$ cat config.mk
export PLATFORM = sky130hd
export DESIGN_NAME = mem_arbiter
export DESIGN_NICKNAME = d
export VERILOG_FILES = /design/src/rtl/mem_arbiter.sv
export SDC_FILE = /design/constraint.sdc
export NUM_CORES = 1
export LEC_CHECK = 0
export CAP_MARGIN = 5
export CORE_MARGIN = 3
export CORE_UTILIZATION = 37
export DETAILED_ROUTE_END_ITERATION = 16
export GPL_TIMING_DRIVEN = 0
export MAX_ROUTING_LAYER = met4
export PLACE_DENSITY_LB_ADDON = 0.05
export SLEW_MARGIN = 20
export SYNTH_ARGS = -nofsm -noshare
export SYNTH_HDL_FRONTEND = slang
export SYNTH_SLANG_ARGS = --single-unit
$ cat constraint.sdc
create_clock -name clk -period 2.4 [get_ports clk]
set_input_delay 0.48 -clock clk [delete_from_list [all_inputs] [get_ports clk]]
set_output_delay 0.48 -clock clk [all_outputs]
set_load 0.02 [all_outputs]
$ cat src/rtl/mem_arbiter.sv
// Two-requester cache-line burst arbiter: icache refills and dcache refills/writebacks
// share one memory port; ties alternate using the last grant.
module mem_arbiter #(
   parameter int unsigned BURST_LEN = 4,
   parameter int unsigned AW        = 32
) (
   input  logic                         clk,
   input  logic                         rst_n,
   input  logic                         ic_req,
   input  logic [AW-1:0]                ic_addr,
   output logic [31:0]                  ic_rdata,
   output logic                         ic_rvalid,
   output logic                         ic_done,
   input  logic                         dc_req,
   input  logic                         dc_we,
   input  logic [AW-1:0]                dc_addr,
   input  logic [31:0]                  dc_wdata,
   output logic [31:0]                  dc_rdata,
   output logic                         dc_rvalid,
   output logic                         dc_wready,
   output logic                         dc_done,
   output logic [$clog2(BURST_LEN)-1:0] beat,
   output logic                         mem_req,
   output logic                         mem_we,
   output logic [AW-1:0]                mem_addr,
   output logic [31:0]                  mem_wdata,
   input  logic                         mem_ack,
   input  logic [31:0]                  mem_rdata
);

   localparam int unsigned BW = $clog2(BURST_LEN);
   localparam int unsigned OW = BW + 2;
   localparam logic [AW-1:0] LINE_MASK = ~((AW'(1) << OW) - AW'(1));
   localparam logic [BW-1:0] LAST_BEAT = BW'(BURST_LEN - 1);
   localparam logic LG_I = 1'b0;

   typedef enum logic [1:0] {IDLE, BUSY_I, BUSY_D, DONE} state_e;

   state_e          state_q, state_d;
   logic            last_grant_q;
   logic            we_q;
   logic [AW-1:0]   base_q;
   logic            grant_i, grant_d, last_ack, busy;
   logic [BW-1:0]   beat_nx;
   logic [AW-1:0]   sel_base;

   assign busy     = (state_q == BUSY_I) || (state_q == BUSY_D);
   assign beat_nx  = beat + BW'(1);
   assign sel_base = (grant_d ? dc_addr : ic_addr) & LINE_MASK;

   // State register
   always_ff @(posedge clk or negedge rst_n) begin
      if (!rst_n) state_q <= IDLE;
      else        state_q <= state_d;
   end

   // Next state, grant decision and final-beat detection
   always_comb begin
      state_d  = state_q;
      grant_i  = 1'b0;
      grant_d  = 1'b0;
      last_ack = 1'b0;
      case (state_q)
         IDLE: begin
            if (ic_req && dc_req) begin
               if (last_grant_q == LG_I) grant_d = 1'b1;
               else                      grant_i = 1'b1;
            end else if (ic_req) begin
               grant_i = 1'b1;
            end else if (dc_req) begin
               grant_d = 1'b1;
            end
            if (grant_i)      state_d = BUSY_I;
            else if (grant_d) state_d = BUSY_D;
         end
         BUSY_I, BUSY_D: begin
            if (mem_ack && (beat == LAST_BEAT)) begin
               last_ack = 1'b1;
               state_d  = DONE;
            end
         end
         DONE:    state_d = IDLE;
         default: state_d = IDLE;
      endcase
   end

   // Datapath: grant latches, beat counter, memory request and done pulses
   always_ff @(posedge clk or negedge rst_n) begin
      if (!rst_n) begin
         last_grant_q <= LG_I;
         we_q         <= 1'b0;
         base_q       <= '0;
         beat         <= '0;
         mem_req      <= 1'b0;
         mem_we       <= 1'b0;
         mem_addr     <= '0;
         ic_done      <= 1'b0;
         dc_done      <= 1'b0;
      end else begin
         ic_done <= last_ack && (state_q == BUSY_I);
         dc_done <= last_ack && (state_q == BUSY_D);
         if (grant_i || grant_d) begin
            last_grant_q <= grant_d;
            we_q         <= grant_d & dc_we;
            base_q       <= sel_base;
            mem_addr     <= sel_base;
            beat         <= '0;
            mem_req      <= 1'b1;
            mem_we       <= grant_d & dc_we;
         end else if (busy && mem_ack) begin
            beat     <= beat_nx;
            mem_addr <= base_q + AW'({beat_nx, 2'b00});
            if (last_ack) begin
               mem_req <= 1'b0;
               mem_we  <= 1'b0;
            end
         end
      end
   end

   // Beat strobes follow the memory ack in the same cycle
   assign ic_rvalid = mem_ack && (state_q == BUSY_I);
   assign dc_rvalid = mem_ack && (state_q == BUSY_D) && !we_q;
   assign dc_wready = mem_ack && (state_q == BUSY_D) && we_q;
   assign ic_rdata  = mem_rdata;
   assign dc_rdata  = mem_rdata;
   assign mem_wdata = dc_wdata;

endmodule

Word-level counts from Yosys, hierarchy flattened
Index checks and enable logic that the tools add are counted.
Word-level totals
  flip-flop bits (word level): 70
  output and inout bits: 137
  bits of input ports: 134
  logic and storage cells: 63
Cells by class
  reductions and logical operators: 18
  multiplexer cells: 26
  bitwise logic cells: 1
  equality and inequality tests: 6
  $add $sub $neg: 2
Operators by type and width (count)
  $mux 32: 3
  $add 32x4->32: 1
  $mux 1: 17
  $mux 2: 5
  $logic_and 1x1->1: 9
  $eq 2x2->1 const B: 3
  $pmux 2 s3: 1
  $reduce_and 2->1: 2
  $reduce_bool 2->1: 2
  $ne 3x3->1 const B: 1
  $add 2x1->2 const B: 1
  $eq 2x1->1 const B: 1
  $logic_not 2->1: 1
  $logic_or 1x1->1: 2
  $ne 2x2->1 const B: 1
  $reduce_or 2->1: 1
  $and 1x1->1: 1
  $logic_not 1->1: 1

Logic depth before layout (Yosys ltp)
Gate-level depths: netlist of the first run.
  depth after elaboration: 8
  gate-level depth with buffers: 8

Worst setup path after synthesis of the first run
Ideal clock, no wire load.
  kind: register to register
  start: register state_q[0]
  end: register mem_addr[10]
  required time: 2275 ps
  buffers on the path: 1
  stages on the path, launching flop included: 7
  arrival time: 1579 ps
  setup slack: 696 ps
  cell sequence: dfrtp_1 inv_1 ha_1 nand2_1 nand2_4 buf_4 mux2_4
Between the ends
  longest elaborated chain between the ends: 4
  elaborated cells on any way between the ends: 11
  those cells by class: eq/ne: 2; mux: 4; reduce/logical: 5
Ends and longest elaborated chain
  start: declaration: RTL line 39  | state_e state_q, state_d;
  start signal: assignment: RTL line 54  | else state_q <= state_d;
  $logic_not 2->1, or another cell as far along: RTL line 63  | case (state_q)
  $mux 1 / $logic_or 1x1->1 (equally long branches): RTL line 63, 47
  $mux 32, or another cell as far along: RTL line 49  | assign sel_base = (grant_d ? dc_addr : ic_addr) & LINE_MASK;
  $mux 32 / $reduce_bool 2->1 (equally long branches)
  end signal: assignment: RTL line 106  | mem_addr <= sel_base;
  end signal: assignment: RTL line 112  | mem_addr <= base_q + AW'({beat_nx, 2'b00});
  end: declaration: RTL line 25  | output logic [AW-1:0] mem_addr,
Parallel ways exist; a longest one is shown, timed or not.
A chain may end at the register's enable or synchronous reset.

Worst setup path after layout of the first run
  start: input port mem_ack
  end: output port dc_wready
Between the ends
  longest elaborated chain between the ends: 2
Ends and longest elaborated chain
  start: declaration: RTL line 27  | input logic mem_ack,
  $logic_and 1x1->1 (2 in a row): RTL line 124  | assign dc_wready = mem_ack && (state_q == BUSY_D) && we_q;
  end: declaration: RTL line 20  | output logic dc_wready,
Every way passes these cells.

==> metrics.md, run 1 <==
| Metric | Value |
|---|---|
| Maximum clock insertion buffer count | `2` |
| CP most frequent cell | `clkdlybuf4s50_1` |
| CP peak stage delay | `just over 0.6 ns` |
| Register area share after synthesis | `a little over 40%` |
| Crit-path max FO | `7` |
| Drt drc | `0` |
| Overall Global Routing Usage | `between 10% and 20%` |
| Period utilization | `between 90 and 100%` |
| Async set or reset register ratio after synthesis | `between 90% and 100%` |
| Yosys Warn Count | `0` |
| Die Y | `about 110 µm` |
| Port buffer count | `slightly below 200` |
| MaxCap Viol Count | `0` |
| RSZ-0062 raised after global routing | `no` |
| Number of I/O pins | `271` |
| Top-count cell post-synth | `buf_4` |
| Fin nets | `a little under 700` |
| Starting Density | `around two fifths` |
| First-pass iteration count of the detailed router | `4` |
| Required @ worst endpoint | `~1.9 ns` |
| WP buf/inv | `2` |
| Synth Register Bits | `66` |
| Hold_ws | `about 0.37 ns` |
| Total CTS buffers | `9` |
| Setup TNS | `0 ns` |
| Placer Congestion | `0.761` |
| Top cell family by delay on the critical path | `buffers and inverters` |
| Iter 0 DRT Violations | `between 90 and 100` |
| Data arrival, critical path | `~1.8 ns` |
| PwrDens | `1050 nW/µm²` |
| Clock sink total | `66` |
| Die X | `roughly 110 µm` |
| H-tree levels | `3` |
| Clk_skew | `around 0.0067 ns` |
| Pleak | `0.00279 µW` |
| Number of global-route vias before repair | `around 3,200` |
| Final slew viol count | `0` |
| Startpoint types | `input port` |
| Core area | `~11,000 µm²` |
| Vias per cell | `about 4.5` |
| Clock slew at reported path FFs | `approximately 0.070 ns` |
| Slowest cell on crit path | `clkdlybuf4s50_1` |
| Setup bufs post-CTS | `0` |
| Total vias in the final route | `around 3,100` |
| Final min period | `2.32 ns` |
| Area share of the largest cell type after synthesis | `approximately two fifths` |
| Synth area leader | `dfrtp_1` |
| Area Growth Syn to Fin | `58.3%` |
| Largest net degree at the start of global routing | `58` |
| Total power | `around 6800 µW` |
| Grt ovf | `0` |
| Yosys cell types | `31` |
| Top achievable clock speed | `~0.43 GHz` |
| WS Path Type | `input port to output port` |
| Root Buffer | `clkbuf_8` |
| Mapped cell area | `4090 µm²` |
| Clk_lat worst skew | `0.34 ns` |
| First-pass GRT wire length | `roughly 18,000 µm` |
| Layout cell share with drive strength beyond 1 | `between 30 and 40%` |
| ANT cells | `0` |
| Final setup margin | `about 0.077 ns` |
| Setup crit end kind | `output port` |
| Status | `finished clean` |
| Maximum VDD drop | `0.579 mV` |
| Cells after Synth | `344` |
| DP HPWL | `8540 µm` |
| Final hold violations | `0` |
| Row count | `37` |
| Wire per inst | `between 15 and 20 µm` |
| Die area | `approximately 12,000 µm²` |
| Initial antenna violation count | `0` |
| Post-route ant nets | `0` |
| Synth area leaders | `dfrtp_1, buf_4, o32ai_2` |
| CTS tree | `yes` |
| Synth cell count leaders | `buf_4, dfrtp_1, nor2_1` |
| Hold Crit Class | `input port to flop` |
| Crit-path cells | `clkdlybuf4s50_1 -> and3_1 -> clkdlybuf4s50_1` |
| Routed WL | `11,000 µm` |
| Worst slack, placed | `between 0.06 and 0.07 ns` |
| Endpoints failing setup | `0` |
| EDFF count, synth | `0` |
| Post-synth top flop | `dfrtp_1` |
| Syn avg cell area | `11.9 µm²` |
==> registers in the layout, summed over array words and instances (netlist names) <==
name	count
last_grant_q	1
state_q	2
we_q	1
ic_done	1
mem_req	1
mem_addr	29
beat	1
base_q	28
dc_done	1
mem_we	1
==> final cells by class <==
type                    count  area [µm²]
fillers                   904        4040
repair buffers            197        1990
flip-flops and latches     66        1650
multi-input cells         155        1500
plain buffers             118         911
well taps                 136         170
clock buffers              11         141
clock inverters             5        77.6
inverters                   6        25.0
==> per-stage QoR <==
stage / std cells / util (%) / area, µm²
final: 694 / 61.5 / 6470
after global routing: 694 / 61.5 / 6470
after CTS: 694 / 61.5 / 6460
after detailed placement: 677 / 59.3 / 6240
after global placement: 676 / 59.1 / 6210
after floorplan: 345 / - / 4090
==> cell families (layout without fill, tap and decap cells) <==
logic type / after synthesis / count (layout) / share of synthesized area, %
mux: 28 / 28 / 10.3
flops: 66 / 66 / 40.4
fa+ha+maj: 5 / 5 / 1.53
compound gates: 69 / 69 / 19.4
xor+xnor: 1 / 1 / 0.214
buf+inv: 124 / 337 / 22.9
other cells: 1 / 2 / 0.0918
simple gates: 50 / 50 / 5.15
==> power breakdown <==
| part | switching (µW) | internal, µW | total, µW |
|---|---|---|---|
| Combinational | 1860 | 2010 | 3870 |
| Clock | 426 | 610 | 1040 |
| Sequential | 240 | 1650 | 1890 |
| Total | 2530 | 4260 | 6790 |
==> per-layer routing <==
metal  global-route usage, %  wire length (µm)
met4                    4.14                95
met5                       -                 0
met3                    4.80               787
met1                    21.5              4390
met2                    31.1              5740
==> what timing repair did <==
| action | in CTS | in global routing |
|---|---|---|
| hold buffers | 1 | 0 |
| hold endpoints to repair | 9 | 0 |
| resized for setup | 0 | 1 |
| setup endpoints to repair | 0 | 1 |
==> cells in the final DEF, fill, tap and decap left out, drive strengths merged <==
master / Yosys / final
and2: 1 / 1
a21bo: 1 / 1
bufinv: 0 / 2
conb: 1 / 2
xor2: 1 / 1
and2b: 1 / 1
clkdlybuf4s50: 0 / 193
o22ai: 1 / 1
a31oi: 1 / 1
clkinv: 0 / 2
a21oi: 30 / 30
inv: 6 / 6
o221ai: 1 / 1
buf: 113 / 115
nor2: 33 / 33
dlygate4sd3: 0 / 1
clkinvlp: 0 / 1
a22oi: 1 / 1
and3: 1 / 1
nand2: 11 / 11
ha: 5 / 5
mux2: 28 / 28
o21a: 1 / 1
dfrtp: 66 / 66
dlymetal6s2s: 0 / 1
nand3: 3 / 3
o32ai: 28 / 28
clkbuf: 5 / 16
o21ai: 5 / 5
==> path summary, 6_finish.rpt <==
path	start	end	slack, ns	depth (start not counted)
max	mem_ack	dc_wready	0.08	3
min	ic_req	last_grant_q	0.37	2
max reg2reg	state_q[1]	mem_addr[31]	0.43	7
min reg2reg	mem_req	mem_req	0.48	2
max in group asynchronous	rst_n	mem_addr[3]	1.38	3
min in group asynchronous	rst_n	mem_addr[17]	0.51	2
(Power assumes the default switching activity.)
==> run 2: changes to the inputs <==
- SLEW_MARGIN: 20 -> 5
==> metrics.md, run 2 (synthesized netlist as in run 1, its figures left out) <==
| Metric | Value |
|---|---|
| Data arrival, critical path | `1.84 ns (about the same)` |
| Initial antenna violation count | `0 (unchanged)` |
| Overall Global Routing Usage | `17.8% (-0.37 points)` |
| Row count | `37 (unchanged)` |
| WP buf/inv | `2 (unchanged)` |
| Grt ovf | `0 (unchanged)` |
| Routed WL | `10,900 µm (-0.95%)` |
| Drt drc | `0 (unchanged)` |
| Post-route ant nets | `0 (unchanged)` |
| Core Util, Final | `61.2% (-0.38 points)` |
| Total CTS buffers | `9 (unchanged)` |
| Post-cts resize count | `0 (unchanged)` |
| ANT cells | `0 (unchanged)` |
| Clk_lat worst skew | `0.33 ns (about the same)` |
| Clock slew at reported path FFs | `0.08 ns (about the same)` |
| CTS tree | `yes` |
| Wire per inst | `15.8 µm (-0.67%)` |
| Crit-path cells | `clkdlybuf4s50_1 -> and3_1 -> clkdlybuf4s50_1` |
| H-tree levels | `3 (unchanged)` |
| Port buffer count | `195 (unchanged)` |
| Iter 0 DRT Violations | `74 (-20%)` |
| Period utilization | `96.6% (-0.21 points)` |
| Endpoints failing setup | `0 (unchanged)` |
| Pleak | `0.00275 µW (-1.2%)` |
| Top achievable clock speed | `0.431 GHz (+0.22%)` |
| CP peak stage delay | `0.60 ns (about the same)` |
| Placer Congestion | `0.761 (unchanged)` |
| DP HPWL | `8450 µm (-1.0%)` |
| Final min period | `2.32 ns (-0.00514 ns)` |
| Max reg flops | `29 (unchanged)` |
| Hold Buf Count CTS | `0 (-1)` |
| Slowest cell on crit path | `clkdlybuf4s50_1` |
| Die area | `12,300 µm² (unchanged)` |
| Final slew viol count | `0 (unchanged)` |
| Hold Crit Class | `input port to asynchronous set/reset pin` |
| Number of I/O pins | `271 (unchanged)` |
| Most common cell after layout, fill and taps aside | `clkdlybuf4s50_1` |
| Crit-path max FO | `7 (unchanged)` |
| Biggest register | `mem_addr` |
| Top cell family by delay on the critical path | `buffers and inverters` |
| Largest net degree at the start of global routing | `67 (+16%)` |
| PwrDens | `1050 nW/µm² (+0.35%)` |
| Commonest non-fill, non-tap cells in the layout | `clkdlybuf4s50_1, buf_4, dfrtp_1` |
| Die Y | `111 µm (unchanged)` |
| Maximum VDD drop | `0.613 mV (+5.8%)` |
| Placed insts | `676 (-0.15%)` |
| Layout cell share with drive strength beyond 1 | `39.9% (about the same)` |
| CP most frequent cell | `clkdlybuf4s50_1` |
| Setup bufs post-CTS | `0 (unchanged)` |
| Core area | `10,500 µm² (unchanged)` |
| Required @ worst endpoint | `1.92 ns (about the same)` |
| Fin nets | `690 (-0.29%)` |
| Total vias in the final route | `3,143 (+0.48%)` |
| Non-Filler Instances | `692 (-0.29%)` |
| Vias per cell | `4.54 (+0.77%)` |
| MaxCap Viol Count | `0 (unchanged)` |
| Startpoint types | `input port` |
| Clk_skew | `0.00754 ns (+0.000889 ns)` |
| Root Buffer | `clkbuf_8` |
| First-pass iteration count of the detailed router | `4 (unchanged)` |
| Clock sink total | `66 (unchanged)` |
| RSZ-0062 raised after global routing | `no` |
| Die X | `111 µm (unchanged)` |
| Hold_ws | `0.242 ns (-0.133 ns)` |
| Area Growth Syn to Fin | `57.3%` |
| WS Path Type | `input port to output port` |
| Starting Density | `38.9% (unchanged)` |
| Top Registers | `mem_addr: 29 flops, base_q: 28 flops, state_q: 2 flops` |
| Maximum clock insertion buffer count | `2 (unchanged)` |
| Status | `finished clean` |
| Slew @ Worst Pin | `approximately 0.83 ns` |
| Setup crit end kind | `output port` |
| First-pass GRT wire length | `17,400 µm (-1.1%)` |
| Number of global-route vias before repair | `3,288 (+1.7%)` |
| Final hold violations | `0 (unchanged)` |
| Setup TNS | `0 ns (unchanged)` |
| Slew headroom | `44.9%` |
[run 2: cell types whose count changed in the layout (fill, tap and decap cells not counted), sizes merged]
cell | before | now
dlymetal6s2s | 1 | 0
dlygate4sd3 | 1 | 0
clkdlybuf4s50 | 193 | 194
buf | 115 | 114
[run 2: final cells by class]
class | instances | area (µm²)
fillers | 898 | 4080
plain buffers | 118 | 911
multi-input cells | 155 | 1500
clock inverters | 5 | 77.6
flip-flops and latches | 66 | 1650
well taps | 136 | 170
clock buffers | 11 | 141
inverters | 6 | 25.0
repair buffers | 195 | 1950
[run 2: per-layer routing]
metal / global-route usage (%) / routed length (µm)
met4: 4.95 / 145
met5: - / 0
met2: 31.2 / 5690
met1: 20.7 / 4290
met3: 3.82 / 777
[run 2: power breakdown]
part	switching [µW]	internal, µW
combinational	1860	2000
sequential	235	1650
clock	418	610
total	2510	4260
[run 2: final timing paths]
kind / from / endpoint / slack (ns) / cells past startpoint
max: mem_ack / dc_wready / 0.08 / 3
min reg2reg: mem_req / mem_req / 0.48 / 2
max in group asynchronous: rst_n / base_q[24] / 1.62 / 1
max reg2reg: state_q[1] / mem_addr[31] / 0.46 / 7
min: rst_n / base_q[17] / 0.24 / 1
min in group clk: ic_req / last_grant_q / 0.38 / 2
[run 2: metrics by stage]
stage / power, µW / instance area, µm² / worst slack, ns
floorplan: 4500 / 4090 / 0.696
global placement: 5740 / 6210 / -1.32
detailed placement: 5810 / 6210 / 0.0607
CTS: 6860 / 6430 / 0.0587
global route: 7200 / 6430 / 0.00443
finish: 6770 / 6430 / 0.0822
==> run 3: changes to the inputs <==
- ABC_CLOCK_PERIOD_IN_PS: unset -> 2400
==> results of run 3 <==
Final layout, timing and power as in run 2 (identical DEF).
